<file path="src/rtl/exposure_sequencer.sv">
// exposure_sequencer: latches an exposure recipe (on_ms, off_ms, reps) on a
// fire request and drives the UV relay through reps timed ON periods
// separated by OFF gaps, reporting progress for the display path.
// Optional build macro: EXPOSURE_CLAMP_EN saturates latched on_ms, off_ms
// and reps to 9999 as a panel-independent safety limit.
module exposure_sequencer #(
    parameter int MS_DIV = 16000,
    parameter int TIME_W = 14,
    parameter int REP_W  = 14
) (
    input  logic              clk,
    input  logic              rst,
    input  logic              start,
    input  logic              abort,
    input  logic [TIME_W-1:0] on_ms,
    input  logic [TIME_W-1:0] off_ms,
    input  logic [REP_W-1:0]  reps,
    output logic              relay,
    output logic              busy,
    output logic [REP_W-1:0]  rep_count,
    output logic [TIME_W-1:0] remaining_ms,
    output logic              done,
    output logic              aborted
);
    typedef enum logic [1:0] {S_IDLE, S_ON, S_OFF} state_t;

    // MS_DIV=1 still needs a one-bit prescaler that simply wraps every cycle
    localparam int PW = (MS_DIV > 1) ? $clog2(MS_DIV) : 1;
    localparam logic [PW-1:0] PRESC_MAX = PW'(MS_DIV - 1);

    function automatic logic [TIME_W-1:0] clamp_time(input logic [TIME_W-1:0] v);
`ifdef EXPOSURE_CLAMP_EN
        if (32'(v) > 32'd9999) return TIME_W'(32'd9999);
`endif
        return v;
    endfunction

    function automatic logic [REP_W-1:0] clamp_reps(input logic [REP_W-1:0] v);
`ifdef EXPOSURE_CLAMP_EN
        if (32'(v) > 32'd9999) return REP_W'(32'd9999);
`endif
        return v;
    endfunction

    state_t              state_q, state_d;
    logic                relay_q, relay_d;
    logic                busy_q, busy_d;
    logic                done_q, done_d;
    logic                aborted_q, aborted_d;
    logic [REP_W-1:0]    rep_count_q, rep_count_d;
    logic [TIME_W-1:0]   remaining_q, remaining_d;
    logic [PW-1:0]       presc_q, presc_d;
    logic [TIME_W-1:0]   on_sh_q, on_sh_d;
    logic [TIME_W-1:0]   off_sh_q, off_sh_d;
    logic [REP_W-1:0]    reps_sh_q, reps_sh_d;

    logic [TIME_W-1:0]   on_in, off_in;
    logic [REP_W-1:0]    reps_in;
    logic [REP_W:0]      rep_next;
    logic                wrap, more_reps;

    // State and output registers; relay drops asynchronously with rst
    always_ff @(posedge clk or posedge rst) begin
        if (rst) begin
            state_q     <= S_IDLE;
            relay_q     <= 1'b0;
            busy_q      <= 1'b0;
            done_q      <= 1'b0;
            aborted_q   <= 1'b0;
            rep_count_q <= '0;
            remaining_q <= '0;
            presc_q     <= '0;
            on_sh_q     <= '0;
            off_sh_q    <= '0;
            reps_sh_q   <= '0;
        end else begin
            state_q     <= state_d;
            relay_q     <= relay_d;
            busy_q      <= busy_d;
            done_q      <= done_d;
            aborted_q   <= aborted_d;
            rep_count_q <= rep_count_d;
            remaining_q <= remaining_d;
            presc_q     <= presc_d;
            on_sh_q     <= on_sh_d;
            off_sh_q    <= off_sh_d;
            reps_sh_q   <= reps_sh_d;
        end
    end

    // Next-state, phase timing and progress counters
    always_comb begin
        state_d     = state_q;
        relay_d     = relay_q;
        busy_d      = busy_q;
        done_d      = 1'b0;
        aborted_d   = 1'b0;
        rep_count_d = rep_count_q;
        remaining_d = remaining_q;
        presc_d     = presc_q;
        on_sh_d     = on_sh_q;
        off_sh_d    = off_sh_q;
        reps_sh_d   = reps_sh_q;

        on_in     = clamp_time(on_ms);
        off_in    = clamp_time(off_ms);
        reps_in   = clamp_reps(reps);
        wrap      = (presc_q == PRESC_MAX);
        rep_next  = {1'b0, rep_count_q} + 1'b1;
        more_reps = (rep_next < {1'b0, reps_sh_q});

        unique case (state_q)
            S_IDLE: begin
                relay_d = 1'b0;
                busy_d  = 1'b0;
                if (start && !abort) begin
                    on_sh_d     = on_in;
                    off_sh_d    = off_in;
                    reps_sh_d   = reps_in;
                    rep_count_d = '0;
                    presc_d     = '0;
                    if (reps_in == '0) begin
                        done_d      = 1'b1;
                        remaining_d = '0;
                    end else begin
                        // on_ms=0 still visits ON for one cycle with relay low
                        state_d     = S_ON;
                        busy_d      = 1'b1;
                        relay_d     = (on_in != '0);
                        remaining_d = on_in;
                    end
                end
            end
            S_ON: begin
                if (abort) begin
                    state_d     = S_IDLE;
                    relay_d     = 1'b0;
                    busy_d      = 1'b0;
                    aborted_d   = 1'b1;
                    remaining_d = '0;
                    presc_d     = '0;
                end else if (remaining_q == '0 || (wrap && remaining_q == TIME_W'(1))) begin
                    rep_count_d = rep_next[REP_W-1:0];
                    presc_d     = '0;
                    if (!more_reps) begin
                        state_d     = S_IDLE;
                        relay_d     = 1'b0;
                        busy_d      = 1'b0;
                        done_d      = 1'b1;
                        remaining_d = '0;
                    end else if (off_sh_q != '0) begin
                        state_d     = S_OFF;
                        relay_d     = 1'b0;
                        remaining_d = off_sh_q;
                    end else begin
                        // back-to-back ON: relay_d stays high, no glitch
                        state_d     = S_ON;
                        relay_d     = (on_sh_q != '0);
                        remaining_d = on_sh_q;
                    end
                end else begin
                    presc_d = wrap ? '0 : presc_q + 1'b1;
                    if (wrap) remaining_d = remaining_q - 1'b1;
                end
            end
            S_OFF: begin
                if (abort) begin
                    state_d     = S_IDLE;
                    relay_d     = 1'b0;
                    busy_d      = 1'b0;
                    aborted_d   = 1'b1;
                    remaining_d = '0;
                    presc_d     = '0;
                end else if (remaining_q == '0 || (wrap && remaining_q == TIME_W'(1))) begin
                    state_d     = S_ON;
                    presc_d     = '0;
                    relay_d     = (on_sh_q != '0);
                    remaining_d = on_sh_q;
                end else begin
                    presc_d = wrap ? '0 : presc_q + 1'b1;
                    if (wrap) remaining_d = remaining_q - 1'b1;
                end
            end
            default: begin
                state_d = S_IDLE;
                relay_d = 1'b0;
                busy_d  = 1'b0;
            end
        endcase
    end

    assign relay        = relay_q;
    assign busy         = busy_q;
    assign rep_count    = rep_count_q;
    assign remaining_ms = remaining_q;
    assign done         = done_q;
    assign aborted      = aborted_q;
endmodule

</file>
<file path="config.mk">
export PLATFORM = sky130hd
export DESIGN_NAME = exposure_sequencer
export DESIGN_NICKNAME = d
export VERILOG_FILES = /design/src/rtl/exposure_sequencer.sv
export SDC_FILE = /design/constraint.sdc
export NUM_CORES = 1
export LEC_CHECK = 0
export CORE_UTILIZATION = 30
export CTS_BUF_LIST = sky130_fd_sc_hd__clkbuf_4
export CTS_CLUSTER_SIZE = 12
export DETAILED_ROUTE_END_ITERATION = 6
export GPL_TIMING_DRIVEN = 0
export SYNTH_ARGS = -nofsm -noshare
export SYNTH_HDL_FRONTEND = slang
export SYNTH_SLANG_ARGS = --single-unit
</file>
<file path="constraint.sdc">
create_clock -name clk -period 4.74 [get_ports clk]
set_clock_uncertainty 0.15 [all_clocks]
set_input_delay 0.474 -clock clk [delete_from_list [all_inputs] [get_ports clk]]
set_output_delay 0.474 -clock clk [all_outputs]
set_load 0.02 [all_outputs]
</file>
=== Yosys cells after proc, flatten, opt, wreduce, memory -nomap -nowiden ===
Index checks and enable logic that the tools add are counted.

* Flip-flop bits (word level): 90
* Input bits: 46
* Output and inout port bits: 32

* Add/subtract/negate cells: 3
* Magnitude comparators: 1
* Equality and inequality tests: 12
* Mux-type cells: 51
* Reductions and logical operators: 21

{| class="wikitable"
|+ Operator list
! cell !! count
|-
| $mux 14 || 15
|-
| $pmux 14 s2 || 2
|-
| $pmux 14 s3 || 1
|-
| $reduce_bool 14->1 || 3
|-
| $logic_not 14->1 || 2
|-
| $mux 1 || 21
|-
| $mux 2 || 8
|-
| $add 14x1->15 const B || 1
|-
| $lt 15x14->1 || 1
|-
| $add 14x1->14 const B || 1
|-
| $eq 14x1->1 const B || 1
|-
| $eq 14x14->1 const B || 1
|-
| $sub 14x1->14 const B || 1
|-
| $ne 2x2->1 const B || 5
|-
| $ne 3x3->1 const B || 3
|-
| $reduce_and 2->1 || 4
|-
| $reduce_and 4->1 || 2
|-
| $pmux 1 s3 || 2
|-
| $pmux 2 s3 || 1
|-
| $reduce_bool 2->1 || 2
|-
| $reduce_and 3->1 || 1
|-
| $reduce_bool 3->1 || 1
|-
| $eq 2x1->1 const B || 1
|-
| $eq 2x2->1 const B || 1
|-
| 6 further kinds || 7
|}

=== Longest topological paths before layout ===
* Word-level depth: 6
* Mapped depth: 13
* Depth with buffers taken out: 13

=== Worst setup path after synthesis ===
OpenSTA, ideal clock, no wires.

* Path kind: reg-to-reg
* Start: register rep_count_q[2] (netlist: rep_count[2])
* End: register remaining_q[7] (netlist: remaining_ms[7])
* Library setup time: 0.116 ns
* Arrival: 3.652 ns
* Path slack: 0.823 ns
* Stages on the path, launching flop included: 14
* Clock period less this slack: 3.917 ns
* Path through: dfrtp_1 > nand3_1 > nor4_1 > and3_1 > and3_1 > xor2_1 > ha_1 > nand3_1 > nor2_1 > nor4b_1 > o21ai_0 > nor2_1 > a22oi_1 > o311ai_0

* Cells in the longest elaborated chain, start to end: 6

{| class="wikitable"
|+ RTL lines
! element !! RTL line !! RTL
|-
| start: declaration || 50 || <nowiki>logic [REP_W-1:0] rep_count_q, rep_count_d;</nowiki>
|-
| start signal: assignment || 82 || <nowiki>rep_count_q <= rep_count_d;</nowiki>
|-
| $add 14x1->15 || 109 || <nowiki>rep_next = {1'b0, rep_count_q} + 1'b1;</nowiki>
|-
| $lt 15x14->1 || 110 || <nowiki>more_reps = (rep_next < {1'b0, reps_sh_q});</nowiki>
|-
| $mux 14 || 145 || <nowiki>if (!more_reps) begin</nowiki>
|-
| $mux 14 || 142 || <nowiki>end else if (remaining_q == '0 || (wrap && remaining_q == TIME_W'(1))) begin</nowiki>
|-
| $mux 14 || 135 || <nowiki>if (abort) begin</nowiki>
|-
| $pmux 14 s3 || 112 || <nowiki>unique case (state_q)</nowiki>
|-
| end signal: assignment || 83 || <nowiki>remaining_q <= remaining_d;</nowiki>
|-
| end: declaration || 51 || <nowiki>logic [TIME_W-1:0] remaining_q, remaining_d;</nowiki>
|}

No other way between the ends.
A chain may end at the register's enable or synchronous reset.

=== Worst setup path after layout ===
Ends and elaborated chain as after synthesis.

==> metrics.txt <==
status finished clean; detailed-route DRC error count 0; switching portion of total power 44.7%; P&R area growth vs syn 23.3%; Max H-tree Level 3; worst vdd ir 0.000178 V; clk buf depth 2; first-pass GRT wire length 25100 µm; fillcell total 1740; Placer Congestion 0.901; Layout Nets 731; EDFF count, synth 0; Final WS setup 0.323 ns; critical-path maximum fanout 7; required time worst endpoint 4.93 ns; count of buffers from port buffering 76; clock sink total 90; post-route cell area 6590 µm²; Worst Tran Pin Value 0.948 ns; yosys warns 0; Cell Rows 48; GRT Resource Usage Total 17.9%; antenna-violating nets left 0; kind of critical path reg -> reg; CTS tree built; Max Fclk 226 MHz; Flop pwr share 36.2%; via count 4848; critical path launch point type flop; DR pass1 iterations 5; slew margin rel. 36.2%; Final Max Slew Viols 0; # setup viols final 0; placed wire-length estimate 11800 µm; top-area cell type share of the netlist area 42.2%; CP endpoint kind flop; pre-CTS setup slack 0.0871 ns; post-synth cell types 60; Gate power share 50.3%; TritonCTS Buffers 9; total grt overflow 0; CP arrival 4.60 ns; Pint 2030 µW; worst skew pair latency 0.47 ns; # IOs 78; hold crit path type in -> async; placed instance area 6410 µm²; Starting Density 30.8%; Die H 135 µm; syn_nets 643; Pleak 0.00265 µW; Die Area 18300 µm²; Clock power frac 13.5%; Yosys top cell by area dfrtp_1; vias in the first global route 4485; vias per inst 5.42; FFs w/ async S/R, synth 100%; CTS Root Cell clkbuf_4; final hold violation count 0; largest net degree at the start of global routing 53; largest cells by area after synthesis dfrtp_1 42%, mux2_2 9.1%, ha_1 5.2%; Routed WL per cell 17.6 µm; register clock-pin slew on the reported worst setup and hold paths 0.15 ns; layout cell share with drive strength beyond 1 11.8%; cells after synthesis 575; synthesized flop and latch total 90; Final Critical Period 4.42 ns; initial antenna violation count 1; DR iter-0 viols 373; reg2reg path depth 13; max cap viols 0; synthesized cell area 5340 µm²; register area share after synthesis 42.2%; syn_area_per_cell 9.29 µm²; Layout Utilization 37.9%; core area 17400 µm²; Primary FF master, synth dfrtp_1; Die W 135 µm; PwrDens 557 nW/µm²; Psw 1640 µW; Post-Route WL 15800 µm; Final period util 93.2%
-- per-layer routing --
layer  track usage [%]  part of all wire (%)  vias up
met5                 0                     0        -
li1                  -                     -     2305
met2              26.0                    44      180
met1              25.7                    48     2341
met3              3.14                   6.0       22
met4              8.36                   2.7        0
-- power by group through the flow --
stage	combinational, µW	clock [µW]	sequential (µW)
2_1_floorplan	1170	0	1340
3_3_place_gp	1810	0	1330
3_5_place_dp	1820	0	1340
4_1_cts	1830	516	1320
5_1_grt	2030	545	1370
6_report	1850	496	1330
-- registers in the layout, indices dropped and copies added (netlist names) --
| register | flops |
|---|---|
| on_sh_q | 14 |
| done | 1 |
| rep_count | 14 |
| busy | 1 |
| aborted | 1 |
| presc_q | 14 |
| remaining_ms | 14 |
| reps_sh_q | 14 |
| off_sh_q | 14 |
| relay | 1 |
| state_q | 2 |
-- through the flow --
stage / cells / TNS (ns) / hold WS, ns / total power, µW
finish: 894 / 0 / 0.245 / 3670
detailed placement: 877 / 0 / 0.328 / 3160
CTS: 893 / 0 / 0.249 / 3670
global route: 894 / -0.0513 / 0.263 / 3950
floorplan: 575 / 0 / 0.300 / 2500
global placement: 876 / 0 / 0.317 / 3150
-- logic make-up (layout without fill, tap and decap cells) --
| logic type | after synthesis | after routing | share of synthesized area, % |
|---|---|---|---|
| and+or+nand+nor | 205 | 205 | 18.8 |
| adders and majority gates | 22 | 22 | 5.15 |
| AOI/OAI and AO/OA | 145 | 145 | 17.8 |
| buffers and inverters | 51 | 144 | 3.82 |
| DFF | 90 | 90 | 42.2 |
| xor gates and xnor gates | 15 | 15 | 2.46 |
| muxes | 47 | 47 | 9.81 |
| other | 0 | 1 | 0 |
-- area by class of cell --
class | instances | area [µm²] | area share, %
clock buffer | 9 | 67.6 | 1.03
timing repair buffer | 77 | 788 | 12.0
buffer | 23 | 98.8 | 1.50
antenna | 1 | 2.50 | 0.0380
sequential | 90 | 2250 | 34.2
clock inverter | 7 | 92.6 | 1.41
tap | 225 | 282 | 4.27
inverter | 28 | 108 | 1.63
multi-input combinational | 434 | 2900 | 44.0
-- synthesized netlist by cell type, drive strengths merged, types with 2 or more instances --
library cell	count
xor2	4
o21ai	46
or3	4
o31ai	16
a22oi	5
or4	5
xnor2	11
a21oi	32
mux2i	4
clkbuf	17
inv	27
a31oi	3
nand3	29
a211oi	6
dfrtp	90
nand4	6
nor3b	2
o22ai	3
nor2b	2
nor3	9
nand2	72
o41ai	5
ha	22
nor4	20
a21o	5
buf	6
nor2	38
a221oi	9
and4	2
and3	10
and2	3
mux2	43
-- critical path: stages, from the launching register on --
cell and delay [ns]:
dfrtp_1 0.50, nand3_1 0.26, nor4_2 0.60, and3_1 0.26, and3_1 0.22, xor2_1 0.20
ha_1 0.28, nand3_1 0.14, nor2_1 0.06, nor4b_1 0.37, o21ai_0 0.35, nor2_2 0.37
a22oi_1 0.18, o311ai_0 0.36
-- worst paths after layout --
check | startpoint | end | slack (ns)
min in group clk | relay | relay | 0.36
hold reg to reg | relay | relay | 0.36
setup / recovery | rep_count[2] | remaining_ms[7] | 0.32
max in group asynchronous | rst | off_sh_q[1] | 3.55
hold / removal | rst | reps_sh_q[6] | 0.25
setup reg to reg | rep_count[2] | remaining_ms[7] | 0.32
-- what timing repair did --
item	CTS	global route
endpoints found under the setup margin	0	13
hold endpoints to repair	0	0
hold buffers	0	0
setup buffers	0	0
resized for setup	0	2
-- cell usage in the layout, fill, tap and decap left out, types with 3 or more instances in the layout --
| cell | instances |
|---|---|
| nor4_1 | 18 |
| and2_1 | 3 |
| o21ai_1 | 5 |
| a21oi_1 | 31 |
| xnor2_1 | 11 |
| a21o_1 | 5 |
| clkbuf_4 | 9 |
| inv_1 | 26 |
| o22ai_1 | 3 |
| xor2_1 | 4 |
| a211oi_1 | 5 |
| dfrtp_1 | 90 |
| buf_2 | 4 |
| a31oi_1 | 3 |
| and3_1 | 10 |
| nand3_1 | 29 |
| o31ai_1 | 16 |
| nor3_1 | 8 |
| nor2_1 | 37 |
| a221oi_1 | 9 |
| clkdlybuf4s50_1 | 76 |
| nand2_1 | 71 |
| a22oi_1 | 5 |
| o21ai_0 | 41 |
| mux2_2 | 43 |
| o41ai_1 | 4 |
| nand4_1 | 6 |
| or4_1 | 4 |
| mux2i_1 | 4 |
| clkbuf_1 | 17 |
| ha_1 | 22 |
| or3_1 | 4 |
(Power assumes the default switching activity.)
